File: config.mk
export PLATFORM = sky130hd
export DESIGN_NAME = pc_stack_unit_flat
export DESIGN_NICKNAME = d
export VERILOG_FILES = /design/src/rtl/pc_stack_unit_if.sv /design/src/rtl/pc_stack_unit.sv /design/src/flat_wrapper.sv
export SDC_FILE = /design/constraint.sdc
export NUM_CORES = 1
export LEC_CHECK = 0
export CAP_MARGIN = 25
export CORE_MARGIN = 2
export CORE_UTILIZATION = 50
export CTS_BUF_LIST = sky130_fd_sc_hd__clkbuf_4 sky130_fd_sc_hd__clkbuf_8
export DETAILED_ROUTE_END_ITERATION = 10
export GPL_TIMING_DRIVEN = 0
export PLACE_DENSITY = 0.71
export SLEW_MARGIN = 20
export SYNTH_ARGS = -nofsm -noshare
export SYNTH_HDL_FRONTEND = slang
export SYNTH_SLANG_ARGS = --single-unit
File: constraint.sdc
create_clock -name clock -period 3.9 [get_ports clock]
set_input_delay 0.585 -clock clock [delete_from_list [all_inputs] [get_ports clock]]
set_output_delay 0.585 -clock clock [all_outputs]
set_load 0.01 [all_outputs]
File: src/rtl/pc_stack_unit_if.sv
// Sequencing strobes, jump operands and PC/return-stack status between control unit and PC stage.
// Latency: none; this is wiring only.
// Backpressure: none; 'en' is the only hold qualifier and is carried here with the strobes.
interface pc_stack_unit_if #(
  parameter int PC_W  = 10,
  parameter int DEPTH = 8
);
  localparam int SP_W = $clog2(DEPTH) + 1;

  // Control unit -> PC stage
  logic            en;
  logic            s_inc;
  logic            s_rel;
  logic            swe;
  logic            s_ret;
  logic [PC_W-1:0] jump_addr;
  logic [PC_W-1:0] rel_off;

  // PC stage -> instruction memory / control unit
  logic [PC_W-1:0] pc;
  logic [SP_W-1:0] sp;
  logic            stack_full;
  logic            stack_empty;
  logic            ovf_err;
  logic            unf_err;

  // Control-unit side
  modport master (
    output en, s_inc, s_rel, swe, s_ret, jump_addr, rel_off,
    input  pc, sp, stack_full, stack_empty, ovf_err, unf_err
  );

  // PC-stage side
  modport slave (
    input  en, s_inc, s_rel, swe, s_ret, jump_addr, rel_off,
    output pc, sp, stack_full, stack_empty, ovf_err, unf_err
  );
endinterface

File: src/rtl/pc_stack_unit.sv
// Program counter with a DEPTH-entry return-address stack; sticky overflow/underflow flags.
// Latency: strobes sampled on a rising edge, new pc/sp visible after that edge (no comb path to pc).
// Backpressure: en=0 freezes pc, sp, stack contents and flags. Optional PCSTACK_TRAP_EN vectors faults to TRAP_ADDR.
module pc_stack_unit #(
  parameter int PC_W      = 10,
  parameter int DEPTH     = 8,
  parameter int TRAP_ADDR = 0
) (
  input  logic           clock,
  input  logic           reset,
  pc_stack_unit_if.slave bus
);

  localparam int IDX_W = $clog2(DEPTH);
  localparam int SP_W  = IDX_W + 1;
  localparam logic [SP_W-1:0] SP_FULL = SP_W'(DEPTH);

  // Reject configurations the stack indexing cannot represent.
  generate
    if (DEPTH < 2 || (DEPTH & (DEPTH - 1)) != 0) begin : g_bad_depth
      $error("pc_stack_unit: DEPTH must be a power of two and at least 2");
    end
    if (TRAP_ADDR < 0 || TRAP_ADDR >= (1 << PC_W)) begin : g_bad_trap
      $error("pc_stack_unit: TRAP_ADDR does not fit in PC_W bits");
    end
  endgenerate

  // Architectural state
  logic [PC_W-1:0] pc_q, pc_d;
  logic [SP_W-1:0] sp_q, sp_d;
  logic            ovf_err_q, ovf_err_d;
  logic            unf_err_q, unf_err_d;

  // Return-address storage; contents are meaningless above sp, so it is never reset.
  logic [PC_W-1:0] stack_mem [DEPTH];

  // Write port into the stack, produced by the action decode
  logic             push_vld;
  logic [IDX_W-1:0] push_idx;

  // Address arithmetic, all modulo 2^PC_W
  logic [PC_W-1:0]  pc_inc;
  logic [PC_W-1:0]  pc_rel;
  logic [IDX_W-1:0] top_idx;
  logic [PC_W-1:0]  top_dat;
  logic             stack_full;
  logic             stack_empty;

  // Next pc on a fault: the trap vector when enabled, otherwise the non-fault fallthrough.
  logic [PC_W-1:0]  unf_pc;
  logic [PC_W-1:0]  ovf_pc;

  assign pc_inc      = pc_q + PC_W'(1);
  assign pc_rel      = pc_q + bus.rel_off;
  assign stack_full  = (sp_q == SP_FULL);
  assign stack_empty = (sp_q == '0);

  // sp indexes the next free slot, so the top entry is at sp-1. When sp == DEPTH the
  // low bits wrap to 0 and the decrement lands on DEPTH-1, which is the correct top.
  assign push_idx = sp_q[IDX_W-1:0];
  assign top_idx  = sp_q[IDX_W-1:0] - IDX_W'(1);
  assign top_dat  = stack_mem[top_idx];

`ifdef PCSTACK_TRAP_EN
  localparam logic [PC_W-1:0] TRAP_VEC = PC_W'(TRAP_ADDR);
  assign unf_pc = TRAP_VEC;
  assign ovf_pc = TRAP_VEC;
`else
  // Underflow behaves like a no-op instruction; overflow still takes the call target.
  assign unf_pc = pc_inc;
  assign ovf_pc = bus.jump_addr;
`endif

  // Pick exactly one sequencing action per enabled edge: return, call, relative, absolute, increment.
  always_comb begin
    pc_d      = pc_q;
    sp_d      = sp_q;
    ovf_err_d = ovf_err_q;
    unf_err_d = unf_err_q;
    push_vld  = 1'b0;

    if (bus.en) begin
      if (bus.s_ret) begin
        // Return beats call when both are strobed: nothing is pushed.
        if (stack_empty) begin
          unf_err_d = 1'b1;
          pc_d      = unf_pc;
        end else begin
          pc_d = top_dat;
          sp_d = sp_q - SP_W'(1);
        end
      end else if (bus.swe) begin
        if (stack_full) begin
          // Stack and sp are left untouched; only the flag records the lost return address.
          ovf_err_d = 1'b1;
          pc_d      = ovf_pc;
        end else begin
          push_vld = 1'b1;
          sp_d     = sp_q + SP_W'(1);
          pc_d     = bus.jump_addr;
        end
      end else if (bus.s_rel) begin
        pc_d = pc_rel;
      end else if (!bus.s_inc) begin
        pc_d = bus.jump_addr;
      end else begin
        pc_d = pc_inc;
      end
    end
  end

  // Register pc, sp and the sticky flags; reset discards any pending return addresses.
  always_ff @(posedge clock) begin
    if (reset) begin
      pc_q      <= '0;
      sp_q      <= '0;
      ovf_err_q <= 1'b0;
      unf_err_q <= 1'b0;
    end else begin
      pc_q      <= pc_d;
      sp_q      <= sp_d;
      ovf_err_q <= ovf_err_d;
      unf_err_q <= unf_err_d;
    end
  end

  // Push the return address (pc+1 of the calling instruction) into the next free slot.
  always_ff @(posedge clock) begin
    if (push_vld && !reset) begin
      stack_mem[push_idx] <= pc_inc;
    end
  end

  assign bus.pc          = pc_q;
  assign bus.sp          = sp_q;
  assign bus.stack_full  = stack_full;
  assign bus.stack_empty = stack_empty;
  assign bus.ovf_err     = ovf_err_q;
  assign bus.unf_err     = unf_err_q;

endmodule

File: src/flat_wrapper.sv
// flat-port wrapper written by rule: the top's interface ports become plain ports
module pc_stack_unit_flat 
#(
  parameter int PC_W      = 10,
  parameter int DEPTH     = 8,
  parameter int TRAP_ADDR = 0
)
  (clock, reset, bus_en, bus_s_inc, bus_s_rel, bus_swe, bus_s_ret, bus_jump_addr, bus_rel_off, bus_pc, bus_sp, bus_stack_full, bus_stack_empty, bus_ovf_err, bus_unf_err);
  pc_stack_unit_if #(.PC_W(PC_W), .DEPTH(DEPTH)) bus_i ();
  input  logic clock;
  input  logic reset;
  input wire logic [$bits(bus_i.en)-1:0] bus_en;
  input wire logic [$bits(bus_i.s_inc)-1:0] bus_s_inc;
  input wire logic [$bits(bus_i.s_rel)-1:0] bus_s_rel;
  input wire logic [$bits(bus_i.swe)-1:0] bus_swe;
  input wire logic [$bits(bus_i.s_ret)-1:0] bus_s_ret;
  input wire logic [$bits(bus_i.jump_addr)-1:0] bus_jump_addr;
  input wire logic [$bits(bus_i.rel_off)-1:0] bus_rel_off;
  output wire logic [$bits(bus_i.pc)-1:0] bus_pc;
  output wire logic [$bits(bus_i.sp)-1:0] bus_sp;
  output wire logic [$bits(bus_i.stack_full)-1:0] bus_stack_full;
  output wire logic [$bits(bus_i.stack_empty)-1:0] bus_stack_empty;
  output wire logic [$bits(bus_i.ovf_err)-1:0] bus_ovf_err;
  output wire logic [$bits(bus_i.unf_err)-1:0] bus_unf_err;
  assign bus_i.en = bus_en;
  assign bus_i.s_inc = bus_s_inc;
  assign bus_i.s_rel = bus_s_rel;
  assign bus_i.swe = bus_swe;
  assign bus_i.s_ret = bus_s_ret;
  assign bus_i.jump_addr = bus_jump_addr;
  assign bus_i.rel_off = bus_rel_off;
  assign bus_pc = bus_i.pc;
  assign bus_sp = bus_i.sp;
  assign bus_stack_full = bus_i.stack_full;
  assign bus_stack_empty = bus_i.stack_empty;
  assign bus_ovf_err = bus_i.ovf_err;
  assign bus_unf_err = bus_i.unf_err;
  pc_stack_unit #(.PC_W(PC_W), .DEPTH(DEPTH), .TRAP_ADDR(TRAP_ADDR)) u_core (.clock(clock), .reset(reset), .bus(bus_i));
endmodule
Word-level counts from Yosys, hierarchy flattened:

Memory sizes are Yosys's and may differ from the RTL's.
Index checks and enable logic that the tools add are counted.

* register bits after elaboration: 16
* bits in writable memories: 80
* output and inout port bits: 18
* memories: 1
* logic and storage cells: 36

* bitwise gates (word level): 1
* equal/unequal tests: 3
* multiplexer cells: 15
* add/subtract/negate cells: 5
* reductions and logical operators: 7

Memory list
* u_core.stack_mem: depth 8, bits a word 10, rd ports 1, clocked after Yosys merged registers in 0, write ports 1, line pc_stack_unit.sv:35 `logic [PC_W-1:0] stack_mem [DEPTH];`

Operators with widths (number)
* $mux 10: 5
* $mux 4: 4
* $add 10x1->10 const B: 1
* $add 10x10->10: 1
* $reduce_and 4->1: 2
* $mux 1: 6
* $add 4x1->4 const B: 1
* $eq 4x4->1 const B: 1
* $logic_not 4->1: 1
* $ne 2x2->1 const B: 2
* $sub 4x1->4 const B: 1
* $reduce_and 3->1: 1
* $sub 3x1->3 const B: 1
* $reduce_bool 2->1: 1
* $logic_and 1x1->1: 1
* $logic_not 1->1: 1
* $not 1->1: 1

Logic depth before layout (Yosys ltp):

Gate-level depths: netlist of run 1.

* depth in word-level cells: 8
* gate-level depth with buffers: 11
* mapped depth without buffers: 8

Worst setup path before layout of run 1:

No wires, ideal clock.

* kind: flip-flop to flip-flop
* start: register u_core.sp_q[0] (netlist: u_core.bus.sp[0])
* end: memory u_core.stack_mem[1][0] (enable)
* data required time: 3.510 ns
* slack: 0.961 ns
* cell stages (with the launch flop): 8
* path buffers: 2
* arrival: 2.549 ns
* cell sequence: dfxtp_1 -> buf_4 -> buf_4 -> inv_1 -> ha_1 -> and3b_1 -> or4_4 -> nor3_1

* cells in the longest elaborated chain, start to end: 8

Ends and longest elaborated chain
* start, declared: line pc_stack_unit.sv:30 `logic [SP_W-1:0] sp_q, sp_d;`
* start signal, assigned: line pc_stack_unit.sv:121 `sp_q <= sp_d;`
* $eq 4x4->1: line pc_stack_unit.sv:55 `assign stack_full = (sp_q == SP_FULL);`
* via bus_stack_full: line flat_wrapper.sv:21 `output wire logic [$bits(bus_i.stack_full)-1:0] bus_stack_full;`
* $mux 1: line pc_stack_unit.sv:93 `if (stack_full) begin`
* $mux 1: line pc_stack_unit.sv:92 `end else if (bus.swe) begin`
* $mux 1: line pc_stack_unit.sv:83 `if (bus.s_ret) begin`
* $mux 1: line pc_stack_unit.sv:82 `if (bus.en) begin`
* $logic_and 1x1->1: line pc_stack_unit.sv:129 `if (push_vld && !reset) begin`
* $mux 1: line pc_stack_unit.sv:129
* $mux 1 (implied by the code): line pc_stack_unit.sv:130 `stack_mem[push_idx] <= pc_inc;`
* end, declared: line pc_stack_unit.sv:35

The timed path passes the listed nets, and every way through them passes these cells.

Final worst setup path of run 1:

* start: register u_core.sp_q[0] (netlist: u_core.bus.sp[0])
* end: output bus_stack_empty

* cells in the longest elaborated chain, start to end: 1

Ends and longest elaborated chain
* $logic_not 4->1: line pc_stack_unit.sv:56 `assign stack_empty = (sp_q == '0);`
* end, declared: line flat_wrapper.sv:22 `output wire logic [$bits(bus_i.stack_empty)-1:0] bus_stack_empty;`

Every way passes these cells.

==> impl_metrics.toml, run 1 <==
[status]
status = "finished, final reports clean"

[clock_network]
cts_sinks = 96
holdBufCountCts = 0
cts_made_buffers = 9
post-cts-setup-buffers = 0
clkLatencyLatePin_ns = 0.37
htreeDepth = 3
cts_tree = "built"
cts_resized = 0
cts-root-buf = "clkbuf_8"
path_clk_slew_ns = 0.11
cts_buffer_depth = 2

[synthesis]
ys_seq_elements = 96
syn_inst = 378
yosys_warnings = 0
mappedNetlistArea_um2 = 5015
synth_cell_type_count = 64
yosysSeqAreaShare_pct = 54.29
synthArstFlopShare_pct = 0
syn_nets = 421
synthFlopType = "edfxtp_1"
synth_top_area_share_pct = 47.90
yosys.area.top_type = "edfxtp_1"
synth_area_leaders = "edfxtp_1, mux4_2, dfxtp_1"
synth_edf_count = 80
syn_area_per_cell_um2 = 13.27

[floorplanning]
core_um2 = 9774
start_util_pct = 51.31
die_area_um2 = 10850
die_x_um = 104.1
io_pins = 45
num_rows = 36
die_y_um = 104.1

[min_path]
hold_depth = 2
min_path_type = "input pin to flip-flop"

[final_layout]
layout.cells.non_filler = 575
final_nets = 480
diodes = 0
area.growth.synth_to_final_pct = 17.86
drive_gt1_share_pct = 15.84

[power_and_ir_drop]
comb_power_share_pct = 28.8
power_frac_seq_pct = 44.9
swShare_pct = 31.42
clkPwrFrac_pct = 26.4
internal_power_uw = 1841
p_leak_uw = 0.002077
peakVddDrop_mv = 0.2969
powerDensity_nw_per_um2 = 454.2
switchingPower_uw = 843.5

[global_route]
grt_pass1_vias = 3474
overflow = 0
grt_use_total_pct = 22.28
antenna_found_initial = 0
grt_start_max_net_pins = 20
grt_first_pass_wirelength_um = 18480

[worst_setup_path]
worstSetupStartpointType = "flip-flop"
cp_max_fo = 10
crit_type = "flip-flop to output pin"
worstPathArrival_ns = 2.79
worstReg2RegStart = "u_core.bus.sp[0]$_SDFFE_PP0P_"
critPathCapture = "bus_stack_empty"
reg2reg_to = "u_core.stack_mem[6][2]$_DFFE_PP_"
r2r_slack_ns = 0.86
required_ns = 3.31
startpoint = "u_core.bus.sp[0]$_SDFFE_PP0P_"
endpoint_kind = "output pin"
r2r_cells = 8

[timing]
report.final.slew_viol_count = 0
period_needed_ns = 3.374
fmax_mhz = 296.3
worstMarginPinSlew_ns = 0.8379
worst_slack_ns = 0.5255
setup_tns_ns = 0
hold_violations = 0
fin_crit_sh_pct = 86.53
fin_skew_ns = 0.01386
max_slew_margin_pct = 43.74
rsz0062_at_grt = "false"
setup-violations-final = 0
hold_ws_ns = 0.4297

[placement]
dpl.hpwl_um = 8571
io_buffers = 42
place_ws_ns = 0.3448
place.gp.congestion = 0.8829
placed_cells = 559

[routing]
dr.pass1.iters = 5
routed_wl_um = 11790
ant_nets = 0
drtIter0Drc = 292
drc = 0
via_count = 3536
routedWlPerCell_um = 20.50
avgViaCountPerCell = 6.150

[run]
maxCapViolCount = 0
## Yosys cell counts (3+ instances only)
| cell type | number |
|---|---|
| a211oi_1 | 8 |
| a21o_1 | 4 |
| clkbuf_1 | 4 |
| xnor2_1 | 8 |
| mux2i_1 | 13 |
| nand2_1 | 26 |
| a221oi_1 | 3 |
| nor3_1 | 4 |
| and4_1 | 3 |
| edfxtp_1 | 80 |
| o21ai_0 | 17 |
| or3_1 | 3 |
| dfxtp_1 | 16 |
| inv_1 | 9 |
| nor3b_1 | 3 |
| ha_1 | 14 |
| o211ai_1 | 6 |
| a21oi_1 | 12 |
| o21a_1 | 3 |
| mux4_2 | 18 |
| a22oi_1 | 4 |
| nand2b_1 | 5 |
| a31oi_1 | 6 |
| nor2b_1 | 4 |
| mux2_2 | 3 |
| nor2_1 | 29 |
| xor2_1 | 4 |
| buf_4 | 3 |
| a311oi_1 | 7 |
| nand3_1 | 8 |
| clkbuf_8 | 5 |
| and3_1 | 3 |
## how the worst min path moves through the flow
stage	end	startpoint	slack [ns]
after floorplan	u_core.bus.ovf_err$_SDFFE_PP0P_	u_core.bus.ovf_err$_SDFFE_PP0P_	0.50
after global placement	u_core.bus.unf_err$_SDFFE_PP0P_	u_core.bus.unf_err$_SDFFE_PP0P_	0.45
after detailed placement	u_core.bus.ovf_err$_SDFFE_PP0P_	u_core.bus.ovf_err$_SDFFE_PP0P_	0.47
after CTS	u_core.bus.pc[5]$_SDFFE_PP0P_	reset	0.42
after global routing	u_core.bus.pc[3]$_SDFFE_PP0P_	reset	0.42
final	u_core.bus.pc[5]$_SDFFE_PP0P_	reset	0.43
## layout by cell type (no fill, tap or decap), drive strengths merged, types with 6 or more instances in the layout
cell type       n
inv            14
buf            12
a311oi          7
ha             14
mux4           20
a21oi          12
clkbuf         19
nor2           29
clkdlybuf4s50  42
nand2          26
xnor2           8
a211oi         10
nand3           8
edfxtp         80
dfxtp          16
o21ai          17
a31oi           6
o211ai          6
mux2i          13
## power by group through the flow
stage	clock network [uW]	logic (uW)	registers [uW]
final	707	773	1200
after global placement	0	748	1230
after global routing	756	837	1210
after CTS	714	771	1200
after detailed placement	0	767	1230
after floorplan	0	526	1220
## area by class of cell
class | count | area [um^2]
buffer | 17 | 150.1
clock buffer | 9 | 123.9
clock inverter | 7 | 95.09
fill | 772 | 3864
inverter | 11 | 41.29
multi-input combinational | 254 | 2127
sequential | 96 | 2723
tap | 133 | 166.4
timing repair buffer | 48 | 484.2
## critical path: stages, from the launching register on
cell             delay [ns]
dfxtp_1                0.33
buf_4                  0.18
buf_4                  0.21
inv_1                  0.19
ha_1                   0.21
or3b_1                 0.36
clkbuf_8               0.18
clkinv_1               0.18
clkdlybuf4s50_1        0.58
## cells by family (layout without fill, tap and decap cells)
family	after synthesis	after routing	share of synthesized area [%]
compound gates	87	87	12.20
xor+xnor	13	13	2.645
fa+ha+maj	16	16	4.291
buf+inv	28	92	3.817
flops	96	96	54.29
mux	36	36	12.40
simple gates	102	102	10.35
## state kept, by name (all words and copies together), names as in the netlist
register and cells:
u_core.stack_mem 80, u_core.bus.pc 10, u_core.bus.ovf_err 1, u_core.bus.sp 4
u_core.bus.unf_err 1
## through the flow
stage               power, uW  utilization [%]  instance area (um^2)
floorplan                1748                -                  5015
global placement         1974            57.31                  5602
detailed placement       1994            58.17                  5685
CTS                      2689            60.41                  5904
global route             2802            60.47                  5911
finish                   2685            60.47                  5911
## routing by layer
layer | global-route usage, % | up-vias | share of wire [%]
li1 | - | 1606 | -
met1 | 31.38 | 1769 | 44
met2 | 36.09 | 149 | 48
met3 | 4.010 | 12 | 7.3
met4 | 5.598 | 0 | 1.1
met5 | 0 | - | 0
Power figures use the tool's default switching activity.
==> inputs of run 2 (changes only) <==
--- a/config.mk
+++ b/config.mk
@@ -5,7 +5,7 @@
 export SDC_FILE = /design/constraint.sdc
 export NUM_CORES = 1
 export LEC_CHECK = 0
-export CAP_MARGIN = 25
+export CAP_MARGIN = 20
 export CORE_MARGIN = 2
 export CORE_UTILIZATION = 50
 export CTS_BUF_LIST = sky130_fd_sc_hd__clkbuf_4 sky130_fd_sc_hd__clkbuf_8
==> run 2 against run 1 <==
Against the previous run: power shrank 2.7%; routed wire length is 0.90% lower; sequential share of layout area grew 0.37 points; maximum frequency up 0.84%; clock skew shrank 0.0047 ns; die area unchanged; core utilization shrank 0.49 points; sequential power barely moved; global-route usage is 0.24 points lower; non-clock buffer count is 2 lower; final cell count shrank 0.35%; critical endpoint unchanged; highest routed layer unchanged.
==> impl_metrics.toml, run 2 (synthesized netlist as in run 1, its figures left out) <==
[timing]
max_slew_margin_pct = 24.39
rsz0062_at_grt = "false"
fin_crit_sh_pct = 85.81
setup-violations-final = 0
fmax_mhz = 298.8
fin_skew_ns = 0.009200
hold_violations = 0
setup_tns_ns = 0
worstMarginPinSlew_ns = 1.130
report.final.slew_viol_count = 0
period_needed_ns = 3.346

[final_layout]
final_cell_mix = "edfxtp_1, clkdlybuf4s50_1, nor2_1"
n_fill_cell = 780
regArea_um2 = 2723
diodes = 0
utilization_pct = 59.98
multi_input_area_um2 = 2123
area.growth.synth_to_final_pct = 16.92
drive_gt1_share_pct = 15.68
final_nets = 478
final_area_um2 = 5863
final_common_cell = "edfxtp_1"
top_register = "u_core.stack_mem"
largest_reg_flops = 80

[routing]
drc = 0
dr.pass1.iters = 5
routedWlPerCell_um = 20.39
via_count = 3461
routed_wl_um = 11680
ant_nets = 0
drtIter0Drc = 292
avgViaCountPerCell = 6.040

[clock_network]
cts_resized = 0
cts-root-buf = "clkbuf_8"
post-cts-setup-buffers = 0
path_clk_slew_ns = 0.10
clkLatencyLatePin_ns = 0.35
holdBufCountCts = 0
cts_made_buffers = 9
cts_buffer_depth = 2
cts_sinks = 96
htreeDepth = 3
cts_tree = "built"

[worst_setup_path]
endpoint_kind = "output pin"
worstReg2RegStart = "u_core.bus.sp[0]$_SDFFE_PP0P_"
required_ns = 3.31
startpoint = "u_core.bus.sp[0]$_SDFFE_PP0P_"
worstPathArrival_ns = 2.76
crit_type = "flip-flop to output pin"
cp_max_fo = 10
worstSetupStartpointType = "flip-flop"

[global_route]
antenna_found_initial = 0
grt_start_max_net_pins = 20
grt_first_pass_wirelength_um = 18290
grt_pass1_vias = 3395
grt_use_total_pct = 22.04
overflow = 0

[floorplanning]
num_rows = 36
io_pins = 45
core_um2 = 9774
die_area_um2 = 10850
die_y_um = 104.1
start_util_pct = 51.31
die_x_um = 104.1

[power_and_ir_drop]
peakVddDrop_mv = 0.2596
clkPwrFrac_pct = 24.5
power_frac_seq_pct = 46.0
swShare_pct = 32.04
comb_power_share_pct = 29.4
internal_power_uw = 1776
powerDensity_nw_per_um2 = 445.6
switchingPower_uw = 837.1
p_leak_uw = 0.002045

[placement]
placed_cell_area_um2 = 5663
dpl.hpwl_um = 8475
place.gp.congestion = 0.8829
io_buffers = 42

[run]
maxCapViolCount = 0

[status]
status = "finished, final reports clean"

[min_path]
min_path_type = "input pin to flip-flop"
hold_path_startpoint = "reset"
run 2: changes by cell type in the layout (fill, tap and decap cells not counted):
cell	previous run	this run
bufinv_16	1	0
inv_8	2	3
nor3b_2	2	3
clkinvlp_4	0	2
nor2b_1	4	3
inv_6	2	0
nor3b_4	1	0
nor2b_2	0	1
buf_6	7	5
run 2: cell type report:
class / instances / share of cell area, %
timing repair buffer: 46 / 7.875
clock inverter: 7 / 1.259
sequential: 96 / 46.44
clock buffer: 9 / 2.113
multi-input combinational: 254 / 36.21
inverter: 11 / 0.7042
buffer: 17 / 2.561
tap: 133 / 2.838
run 2: path summary, 6_finish.rpt:
check,slack (ns),endpoint,cells past startpoint
max reg2reg,0.70,u_core.stack_mem[7][3]$_DFFE_PP_,7
min,0.44,u_core.bus.pc[0]$_SDFFE_PP0P_,2
max,0.55,bus_stack_empty,8
min reg2reg,0.48,u_core.bus.unf_err$_SDFFE_PP0P_,2
run 2: critical path, cell delays in order, from the launching register on:
cell and delay [ns]:
dfxtp_1 0.33, buf_4 0.18, buf_4 0.21, inv_1 0.19, ha_1 0.21, or3b_1 0.36
clkbuf_8 0.18, clkinv_1 0.18, clkdlybuf4s50_1 0.57
run 2: per-layer routing:
layer  global-route usage, %  up-vias  share of wire (%)
met3                   3.195       10                6.6
met2                   35.95      125                 48
met4                   4.344        0               0.68
met5                       0        -                  0
met1                   31.85     1721                 45
li1                        -     1605                  -
run 2: power groups by stage:
stage	Sequential [uW]	Clock, uW	Combinational, uW
floorplan	1220	0	526
global placement	1230	0	748
detailed placement	1230	0	768
CTS	1200	652	772
global route	1210	696	836
finish	1200	640	769
run 2: through the flow:
| step | std cells | hold slack [ns] | power, uW | setup WS (ns) |
|---|---|---|---|---|
| floorplan | 378 | 0.5050 | 1748 | 0.9614 |
| global placement | 553 | 0.4487 | 1974 | -0.1825 |
| detailed placement | 557 | 0.4611 | 1994 | 0.3360 |
| CTS | 573 | 0.4282 | 2627 | 0.5434 |
| global route | 573 | 0.4301 | 2739 | 0.4248 |
| finish | 573 | 0.4436 | 2613 | 0.5536 |
